--- src/rtl/pipe_stage_reg.sv ---
// pipe_stage_reg: reusable SimpleRISC inter-stage latch with valid bit, flush/bubble insertion and ctrl squash.
// Define PIPE_PERF_CNT_EN to add saturating stall/bubble/issue counters and the cnt_clr input.
module pipe_stage_reg #(
  parameter int          DATA_W   = 128,
  parameter int          CTRL_W   = 16,
  parameter int          RSEL_W   = 15,
  parameter logic [31:0] NOP_INST = 32'h6800_0000,
  parameter int          CNT_W    = 16
) (
  input  logic              clk,
  input  logic              rst,
  input  logic              stall,
  input  logic              flush,
  input  logic              valid_in,
  input  logic [31:0]       inst_in,
  input  logic [CTRL_W-1:0] ctrl_in,
  input  logic [DATA_W-1:0] data_in,
  input  logic [RSEL_W-1:0] rsel_in,
  output logic              valid_out,
  output logic [31:0]       inst_out,
  output logic [CTRL_W-1:0] ctrl_out,
  output logic [DATA_W-1:0] data_out,
  output logic [RSEL_W-1:0] rsel_out
`ifdef PIPE_PERF_CNT_EN
  ,
  input  logic              cnt_clr,
  output logic [CNT_W-1:0]  stall_cnt,
  output logic [CNT_W-1:0]  bubble_cnt,
  output logic [CNT_W-1:0]  issue_cnt
`endif
);

  typedef enum logic [1:0] {
    ACT_FLUSH  = 2'd0,
    ACT_HOLD   = 2'd1,
    ACT_LOAD   = 2'd2,
    ACT_BUBBLE = 2'd3
  } act_e;

  typedef enum logic {
    ST_EMPTY = 1'b0,
    ST_FULL  = 1'b1
  } state_e;

  if (DATA_W < 1 || CTRL_W < 1 || RSEL_W < 1 || CNT_W < 1) begin : g_param_chk
    $error("pipe_stage_reg: all widths must be at least 1");
  end

  act_e                act_p0;
  state_e              state_p1;
  state_e              state_nxt;
  logic [31:0]         inst_p1;
  logic [CTRL_W-1:0]   ctrl_p1;
  logic [DATA_W-1:0]   data_p1;
  logic [RSEL_W-1:0]   rsel_p1;

  // Stage p0: one action per cycle; flush outranks stall so a mispredict never gets held.
  always_comb begin
    act_p0 = ACT_BUBBLE;
    if (flush)         act_p0 = ACT_FLUSH;
    else if (stall)    act_p0 = ACT_HOLD;
    else if (valid_in) act_p0 = ACT_LOAD;
  end

  always_ff @(posedge clk or posedge rst) begin
    if (rst) state_p1 <= ST_EMPTY;
    else     state_p1 <= state_nxt;
  end

  always_comb begin
    state_nxt = state_p1;
    case (act_p0)
      ACT_LOAD:              state_nxt = ST_FULL;
      ACT_FLUSH, ACT_BUBBLE: state_nxt = ST_EMPTY;
      default:               state_nxt = state_p1;
    endcase
  end

  // Stage p1: payload latch; bubbles load a NOP with ctrl cleared so nothing downstream writes back.
  always_ff @(posedge clk or posedge rst) begin
    if (rst) begin
      inst_p1 <= NOP_INST;
      ctrl_p1 <= '0;
      data_p1 <= '0;
      rsel_p1 <= '0;
    end else begin
      case (act_p0)
        ACT_LOAD: begin
          inst_p1 <= inst_in;
          ctrl_p1 <= ctrl_in;
          data_p1 <= data_in;
          rsel_p1 <= rsel_in;
        end
        ACT_FLUSH, ACT_BUBBLE: begin
          inst_p1 <= NOP_INST;
          ctrl_p1 <= '0;
          data_p1 <= '0;
          rsel_p1 <= '0;
        end
        default: ;
      endcase
    end
  end

  always_comb begin
    valid_out = (state_p1 == ST_FULL);
    inst_out  = inst_p1;
    ctrl_out  = ctrl_p1;
    data_out  = data_p1;
    rsel_out  = rsel_p1;
  end

`ifdef PIPE_PERF_CNT_EN
  function automatic logic [CNT_W-1:0] sat_inc(input logic [CNT_W-1:0] c);
    return (&c) ? c : c + 1'b1;
  endfunction

  logic stall_hit_p0;
  logic bubble_hit_p0;
  logic issue_hit_p0;

  // A stall only counts when it actually holds a live instruction.
  always_comb begin
    stall_hit_p0  = (act_p0 == ACT_HOLD) && (state_p1 == ST_FULL);
    bubble_hit_p0 = (act_p0 == ACT_FLUSH) || (act_p0 == ACT_BUBBLE);
    issue_hit_p0  = (act_p0 == ACT_LOAD);
  end

  always_ff @(posedge clk or posedge rst) begin
    if (rst) begin
      stall_cnt  <= '0;
      bubble_cnt <= '0;
      issue_cnt  <= '0;
    end else if (cnt_clr) begin
      stall_cnt  <= '0;
      bubble_cnt <= '0;
      issue_cnt  <= '0;
    end else begin
      if (stall_hit_p0)  stall_cnt  <= sat_inc(stall_cnt);
      if (bubble_hit_p0) bubble_cnt <= sat_inc(bubble_cnt);
      if (issue_hit_p0)  issue_cnt  <= sat_inc(issue_cnt);
    end
  end
`endif

endmodule

--- config.mk ---
export PLATFORM = sky130hd
export DESIGN_NAME = pipe_stage_reg
export DESIGN_NICKNAME = d
export VERILOG_FILES = /design/src/rtl/pipe_stage_reg.sv
export SDC_FILE = /design/constraint.sdc
export NUM_CORES = 1
export LEC_CHECK = 0
export CORE_MARGIN = 10
export CORE_UTILIZATION = 44
export DETAILED_ROUTE_END_ITERATION = 8
export MAX_ROUTING_LAYER = met4
export PLACE_DENSITY_LB_ADDON = 0.05
export SYNTH_ARGS = -nofsm -noshare
export SYNTH_HDL_FRONTEND = slang
export SYNTH_SLANG_ARGS = --single-unit
export TNS_END_PERCENT = 10
--- constraint.sdc ---
create_clock -name clk -period 11.4 [get_ports clk]
set_input_delay 1.14 -clock clk [delete_from_list [all_inputs] [get_ports clk]]
set_output_delay 1.14 -clock clk [all_outputs]
set_load 0.005 [all_outputs]
==> metrics, run 1 <==
first-pass GRT wire length=42100 microns; Pwr Density=127 nW/um^2; synth top area cells=dfrtp_1 (61%), a32o_1 (12%), nand3b_1 (9.3%); Post-synth top cells=dfrtp_1 (189), a21oi_1 (98), nand2_1 (98); DR WL/cell=22.5 microns; Setup TNS Final=0 ns; number of core rows=48; vias per inst=5.38; asr flop ratio synth=1.00; Final setup viols=0; Netlist cell types=17; port bufs=387; CTS root buf=clkbuf_16; final net count=1195; Critical Path Source Type=input port; I/O pin total=388; WL final=27900 microns; Remaining DRCs=0; Clock transition at path regs=0.06 ns; synthesized flop and latch total=192; Max Used Layer=met4; Syn Inst Count=~660; Syn Area/Cell=11.9 sq um; Max IR drop VDD=0.110 mV; Static Leakage=0.00491 uW; register area share after synthesis=0.616; met2 wire len=14400 microns; Crit Path Max Fanout=67; final hold vios=0; worst path arrival time=3.69 ns; Slew Limit Headroom=0.342; EDFF count, synth=0; met3 WL=2720 microns; largest net degree at the start of global routing=102; critical setup path kind=input port to async pin; outcome=finished, final reports clean; skew final=0 ns; Die X=153 microns; gp weighted congestion=just over 0.8; post-CTS setup buffers=0; Detailed Routing Iterations Pass 1=5; Starting Density=0.450; worst endpoint required time=11.83 ns; Ys Warns=0; worst slew pin tran=approximately 0.99 ns; share of cells above drive strength 1=0.0465; Tot GR Track Use=0.234; die span in y=153 microns; MaxCap Viol Count=0; minimum clock period=3.26 ns; mapped cell area=7810 sq um; Area Growth Syn to Fin=56.3%; worst setup margin=8.14 ns; deepest clock path buffer count=2; antenna violations before repair=4; detailed-route via count=6668; CORE AREA=17400 sq um; Most used DFF post-synth=dfrtp_1; RSZ-0062 raised after global routing=false; count leader, synth=dfrtp_1; CTS buffer count=17; cell taking the most area after synthesis=dfrtp_1; WL met1=between 10000 and 15000 microns; Final period util=0.286; area share of the largest cell type after synthesis=0.606; hold buffer count at CTS=0; Iter 0 DRT Violations=483; Antenna Nets Post-Route=0; Die Area=23500 sq um; H-tree depth=4; count of pins over their slew limit=0; Crit. End Element=async pin; total global routing overflow=0; dpl ws=around 7.6 ns; vias in the first global route=6760; Sink Count=around 190; Hold Crit Class=flop to flop; CTS resizes=0; dpl hpwl=between 15000 and 20000 microns; highest clock rate=307 MHz; CTS tree=built; Post-Syn Nets=854; Clk Latency, worst-skew pair=0.42 ns
[area by class of cell]
cell class | count | area (sq um)
fill | 1349 | 5150
sequential | 192 | 4810
timing repair buffer | 395 | 3920
multi-input combinational | 391 | 2570
clock buffer | 20 | 447
tap | 225 | 282
clock inverter | 11 | 155
inverter | 2 | 12.5
antenna | 4 | 10.0
[worst max-delay path, cell delays in order]
cell             delay (ns)
clkdlybuf4s50_1        0.45
clkinv_4               0.40
buf_4                  0.74
buf_4                  0.78
[per-layer routing]
| layer | track usage | vias to the layer above |
|---|---|---|
| met3 | 0.0979 | 27 |
| li1 | - | 3090 |
| met4 | 0.0749 | 0 |
| met5 | - | - |
| met1 | 0.254 | 3296 |
| met2 | 0.382 | 255 |
[cells by family after synthesis]
kind of cell,count (synthesis),share of synthesized area
AO/OA/AOI/OAI,192,0.183
buffers and inverters,75,0.0562
flip-flops,192,0.616
AND/OR/NAND/NOR,199,0.145
[registers in the layout, indices dropped and copies added, names as in the netlist]
name,cells
data_out,128
inst_out,32
ctrl_out,16
rsel_out,15
valid_out,1
[worst paths after layout]
check | start | cells past startpoint | slack (ns) | end
setup / recovery | rst | 4 | 8.14 | rsel_out[5]
hold / removal | data_out[50] | 1 | 0.49 | data_out[50]
setup reg to reg | inst_out[27] | 1 | 10.67 | inst_out[27]
hold reg to reg | data_out[50] | 1 | 0.49 | data_out[50]
max in group clk | stall | 4 | 8.60 | rsel_out[0]
min in group asynchronous | rst | 2 | 1.11 | data_out[58]
[cells in the final DEF, fill, tap and decap left out, types with 4 or more instances in the layout]
cell type / netlist / routed
nand2_1: 98 / 98
nand3b_1: 97 / 97
buf_4: 11 / 10
clkinv_4: 0 / 4
clkdlybuf4s50_1: 0 / 384
dfrtp_1: 189 / 189
clkbuf_16: 0 / 17
a32o_1: 91 / 91
diode_2: 0 / 4
a21oi_1: 98 / 98
[stage by stage]
| stage | util | area [sq um] | power [uW] | hold WS, ns | std cells |
|---|---|---|---|---|---|
| after floorplan | - | 7810 | 814 | 0.489 | 658 |
| after global placement | 0.668 | 11600 | 948 | 0.472 | 1205 |
| after detailed placement | 0.668 | 11600 | 951 | 0.480 | 1205 |
| after CTS | 0.703 | 12200 | 1560 | 0.494 | 1236 |
| after global routing | 0.703 | 12200 | 1610 | 0.500 | 1240 |
| final | 0.703 | 12200 | 1550 | 0.488 | 1240 |
[report_power, final]
group	total [uW]	internal (uW)	switching, uW
clock	615	353	261
combinational	216	126	90.2
sequential	719	706	12.8
total	1550	1190	364
Power figures use the tool's default switching activity.
==> run 2, diff against run 1 <==
CORE_UTILIZATION = 37   (was 44)
clock period = 2.9 ns   (was 11.4 ns; I/O delays follow)
==> run 2 against run 1 <==
  * Wire length increased by 0.90%
  * Non-clock buffer count increased by 6
  * First-iteration DRC count increased by 3.5%
  * Cell area increased by 1.3%
  * Sequential cell count unchanged
  * Cell count increased by 4.3%
  * Sequential power increased to 3.9 times the previous value
  * Die area increased by 16%
  * Clock power increased to 3.8 times the previous value
  * Worst hold slack got worse by 0.22 ns
  * Register-to-register slack got worse by 8.5 ns
  * Critical endpoint is now inst_out[27]
==> metrics, run 2 (same netlist as run 1, synthesis figures left out) <==
outcome=finished, final reports clean; CTS buffer count=17; Area Growth Syn to Fin=58.3%; worst path arrival time=roughly 1.5 ns; Detailed Routing Iterations Pass 1=6; Final setup viols=0; count of pins over their slew limit=0; Crit. End Element=output port; Clock transition at path regs=0.07 ns; vias per inst=about 5.1; ant diodes=0; largest net degree at the start of global routing=99; Antenna Nets Post-Route=0; share of cells above drive strength 1=0.0530; Die Area=about 27000 sq um; Layout Cells excl Fill=1293; post-layout util=0.592; Slowest cell on crit path=dfstp_2; Crit Path Max Fanout=2; Iter 0 DRT Violations=500; WL final=about 28000 microns; CORE AREA=20900 sq um; CTS tree=built; post-CTS setup buffers=0; hold buffer count at CTS=0; vias in the first global route=roughly 6700; placed instance count=between 1000 and 1500; Die X=165 microns; final net count=1201; Sink Count=around 190; dpl hpwl=19700 microns; commonest non-fill, non-tap cell in the layout=clkdlybuf4s50_1; fillers=1808; highest clock rate=569 MHz; Max IR drop VDD=0.381 mV; worst setup margin=1.14 ns; max reg flops=128; port bufs=slightly below 400; Cell Chain, Critical Path=clkdlybuf4s50_1; dpl ws=1.29 ns; Static Leakage=slightly below 0.005 uW; CP delay by family, top=flip-flops; Final period util=0.606; deepest clock path buffer count=2; CTS root buf=clkbuf_16; Pwr Density=486 nW/um^2; CTS resizes=0; H-tree depth=4; Setup TNS Final=0 ns; Clk Latency, worst-skew pair=0.42 ns; Starting Density=0.374; worst endpoint required time=around 2.6 ns; first-pass GRT wire length=roughly 40000 microns; I/O pin total=388; minimum clock period=roughly 1.8 ns; Remaining DRCs=0; WHS=0.266 ns; gp weighted congestion=0.758; number of core rows=53; RSZ-0062 raised after global routing=false; most frequent cells in the layout=clkdlybuf4s50_1 (384), dfrtp_1 (189), nand2_1 (98), a21oi_1 (98), nand3b_1 (97); crit-path max cell delay=0.54 ns; critical setup path kind=flop to output port; MaxCap Viol Count=0; Critical Path Source Type=flop; worst slew pin tran=0.665 ns; DR WL/cell=approximately 22 microns; skew final=0 ns; Hold Crit Class=input port to flop; die span in y=165 microns; crit path buf inv count=1; antenna violations before repair=0; Slew Limit Headroom=0.557; Tot GR Track Use=0.198; final hold vios=0; detailed-route via count=roughly 6600; total global routing overflow=0
run 2: cell count changes in the layout (fill, tap and decap cells not counted), sizes merged:
cell | before | now
buf | 11 | 17
bufinv | 3 | 1
clkinv | 5 | 3
clkinvlp | 1 | 5
diode | 4 | 0
inv | 4 | 5
run 2: worst paths after layout:
path                                    from             to  slack, ns  depth (start not counted)
worst max-delay path            inst_out[27]   inst_out[27]       1.14                          1
worst min-delay path                   stall  data_out[119]       0.27                          3
worst max register to register  inst_out[27]   inst_out[27]       2.18                          1
worst min register to register  data_out[23]   data_out[23]       0.49                          1
max in group asynchronous                rst   inst_out[27]       1.90                          3
min in group asynchronous                rst   data_out[34]       0.31                          2
run 2: routing by layer:
layer	vias to the layer above	wire, microns	global-route usage
li1	3103	-	-
met1	3253	10900	0.219
met2	257	13800	0.322
met3	18	3110	0.0843
met4	0	344	0.0511
met5	-	0	-
run 2: layout make-up:
type | count | area (sq um) | share of cell area
Inverter | 2 | 11.3 | 0.000911
Tap cell | 275 | 344 | 0.0278
Clock inverter | 12 | 124 | 0.0100
Multi-Input combinational cell | 391 | 2570 | 0.208
Clock buffer | 20 | 447 | 0.0361
Timing Repair Buffer | 401 | 4060 | 0.328
Sequential cell | 192 | 4810 | 0.389
run 2: metrics by stage:
step	cell area, sq um	total power (uW)
2_1_floorplan	7810	3200
3_3_place_gp	11800	3760
3_5_place_dp	11800	3760
4_1_cts	12400	6090
5_1_grt	12400	6240
6_report	12400	6010
run 2: power breakdown:
group | total (uW) | internal [uW] | switching [uW]
Sequential | 2820 | 2780 | 49.3
Clock | 2310 | 1230 | 1080
Combinational | 877 | 514 | 362
Total | 6010 | 4520 | 1490
==> run 3, diff against run 2 <==
CORE_UTILIZATION = 41   (was 37)
clock period = 1.8 ns   (was 2.9 ns; I/O delays follow)
==> run 3 against run 2 <==
  * First-iteration DRC count fell by 11%
  * Wire length is 0.88% lower
  * Combinational power is 62% higher
  * Via count increased by 0.23%
  * Cell area rose by 0.58%
  * Critical path type unchanged
  * Highest routed layer unchanged
==> metrics, run 3 (same netlist as run 1, synthesis figures left out) <==
Cell Chain, Critical Path=clkdlybuf4s50_1; CTS root buf=clkbuf_16; I/O pin total=388; commonest non-fill, non-tap cell in the layout=clkdlybuf4s50_1; Antenna Nets Post-Route=0; highest clock rate=605 MHz; worst endpoint required time=1.62 ns; post-CTS setup buffers=0; clock share of power=0.406; skew final=0 ns; H-tree depth=4; RSZ-0062 raised after global routing=false; final net count=1203; hold buffer count at CTS=0; dpl hpwl=20000 microns; Tot GR Track Use=0.219; Setup crit start=inst_out[29]; gp weighted congestion=0.823; number of core rows=50; Detailed Routing Iterations Pass 1=5; Clk Latency, worst-skew pair=0.42 ns; port bufs=approximately 390; CTS tree=built; final hold vios=0; Static Leakage=0.00501 uW; Critical Path Source Type=flop; CORE AREA=18700 sq um; most frequent cells in the layout=clkdlybuf4s50_1 (384), dfrtp_1 (189), nand2_1 (98), a21oi_1 (98), nand3b_1 (97); critical setup path kind=flop to output port; Sink Count=192; vias in the first global route=6817; worst setup margin=0.148 ns; deepest clock path buffer count=2; Hold Crit Class=input port to flop; max reg flops=~130; CTS buffer count=17; Max IR drop VDD=0.631 mV; Net Sw Frac=0.232; Slowest cell on crit path=dfstp_2; largest net degree at the start of global routing=92; minimum clock period=1.65 ns; crit path buf inv count=1; share of cells above drive strength 1=0.0550; Die X=between 150 and 200 microns; MaxCap Viol Count=0; DR WL/cell=22.2 microns; Worst R2R Start=data_out[33]; WL final=27900 microns; count of pins over their slew limit=0; Die Area=25000 sq um; Final setup viols=0; sequential power share=0.453; Crit. End Element=output port; power share of the combinational group=0.141; vias per inst=5.30; worst slew pin tran=0.491 ns; Internal Pwr Total=slightly below 8000 uW; detailed-route via count=about 6600; P_sw=2330 uW; Slew Limit Headroom=0.673; die span in y=158 microns; Pwr Density=between 800 and 900 nW/um^2; Remaining DRCs=0; outcome=finished, final reports clean; Worst R2R Setup Slack=1.07 ns; dpl ws=roughly 0.44 ns; Clock transition at path regs=0.07 ns; Iter 0 DRT Violations=444; Area Growth Syn to Fin=59.2%; crit-path max cell delay=0.54 ns; Starting Density=0.417; Setup TNS Final=0 ns; first-pass GRT wire length=40600 microns; total global routing overflow=0; Final period util=0.918; Crit Path Max Fanout=2; antenna violations before repair=3; CTS resizes=0; CP delay by family, top=flip-flops; worst path arrival time=1.47 ns; HP Start=flush
-- run 3: changes by cell type in the layout (fill, tap and decap cells not counted) --
| cell | previous run | this run |
|---|---|---|
| clkinvlp_4 | 5 | 1 |
| inv_6 | 3 | 4 |
| clkbuf_1 | 2 | 0 |
| buf_12 | 7 | 10 |
| inv_8 | 1 | 0 |
| buf_2 | 1 | 0 |
| clkinv_4 | 3 | 2 |
| clkinv_2 | 0 | 1 |
| diode_2 | 0 | 3 |
| bufinv_16 | 1 | 4 |
| clkbuf_8 | 1 | 2 |
-- run 3: metrics by stage --
stage | cell area (sq um) | std cells | util | hold WS, ns | total power [uW]
floorplan | 7810 | 658 | - | 0.338 | 5150
global placement | 11800 | 1222 | 0.630 | 0.472 | 6070
detailed placement | 11800 | 1222 | 0.630 | 0.480 | 6080
CTS | 12400 | 1252 | 0.664 | 0.139 | 10200
global route | 12400 | 1255 | 0.664 | 0.152 | 10500
finish | 12400 | 1255 | 0.664 | 0.149 | 10100
-- run 3: cell type report --
type | count | area, sq um
clock inverters | 11 | 178
diodes | 3 | 7.51
multi-input cells | 391 | 2570
clock buffers | 19 | 453
repair buffers | 403 | 4110
inverters | 2 | 11.3
flip-flops and latches | 192 | 4810
well taps | 234 | 293
fillers | 1491 | 6280
-- run 3: layer usage --
layer	vias to the layer above	GRT usage	wire length, microns
li1	3101	-	-
met4	0	0.0723	520
met1	3248	0.234	10200
met5	-	-	0
met2	267	0.360	14100
met3	30	0.0953	3120
-- run 3: final timing paths --
path,cells after the start,to
max reg2reg,1,data_out[33]
min,2,valid_out
max in group asynchronous,3,rsel_out[14]
max,1,inst_out[29]
min in group asynchronous,3,data_out[67]
min reg2reg,1,data_out[19]
-- run 3: power by group through the flow --
stage                     registers (uW)  clock network, uW  logic, uW
after floorplan                     4650                  0        502
after global placement              4630                  0       1430
after detailed placement            4640                  0       1440
after CTS                           4550               4180       1450
after global routing                4570               4350       1530
final                               4550               4080       1420
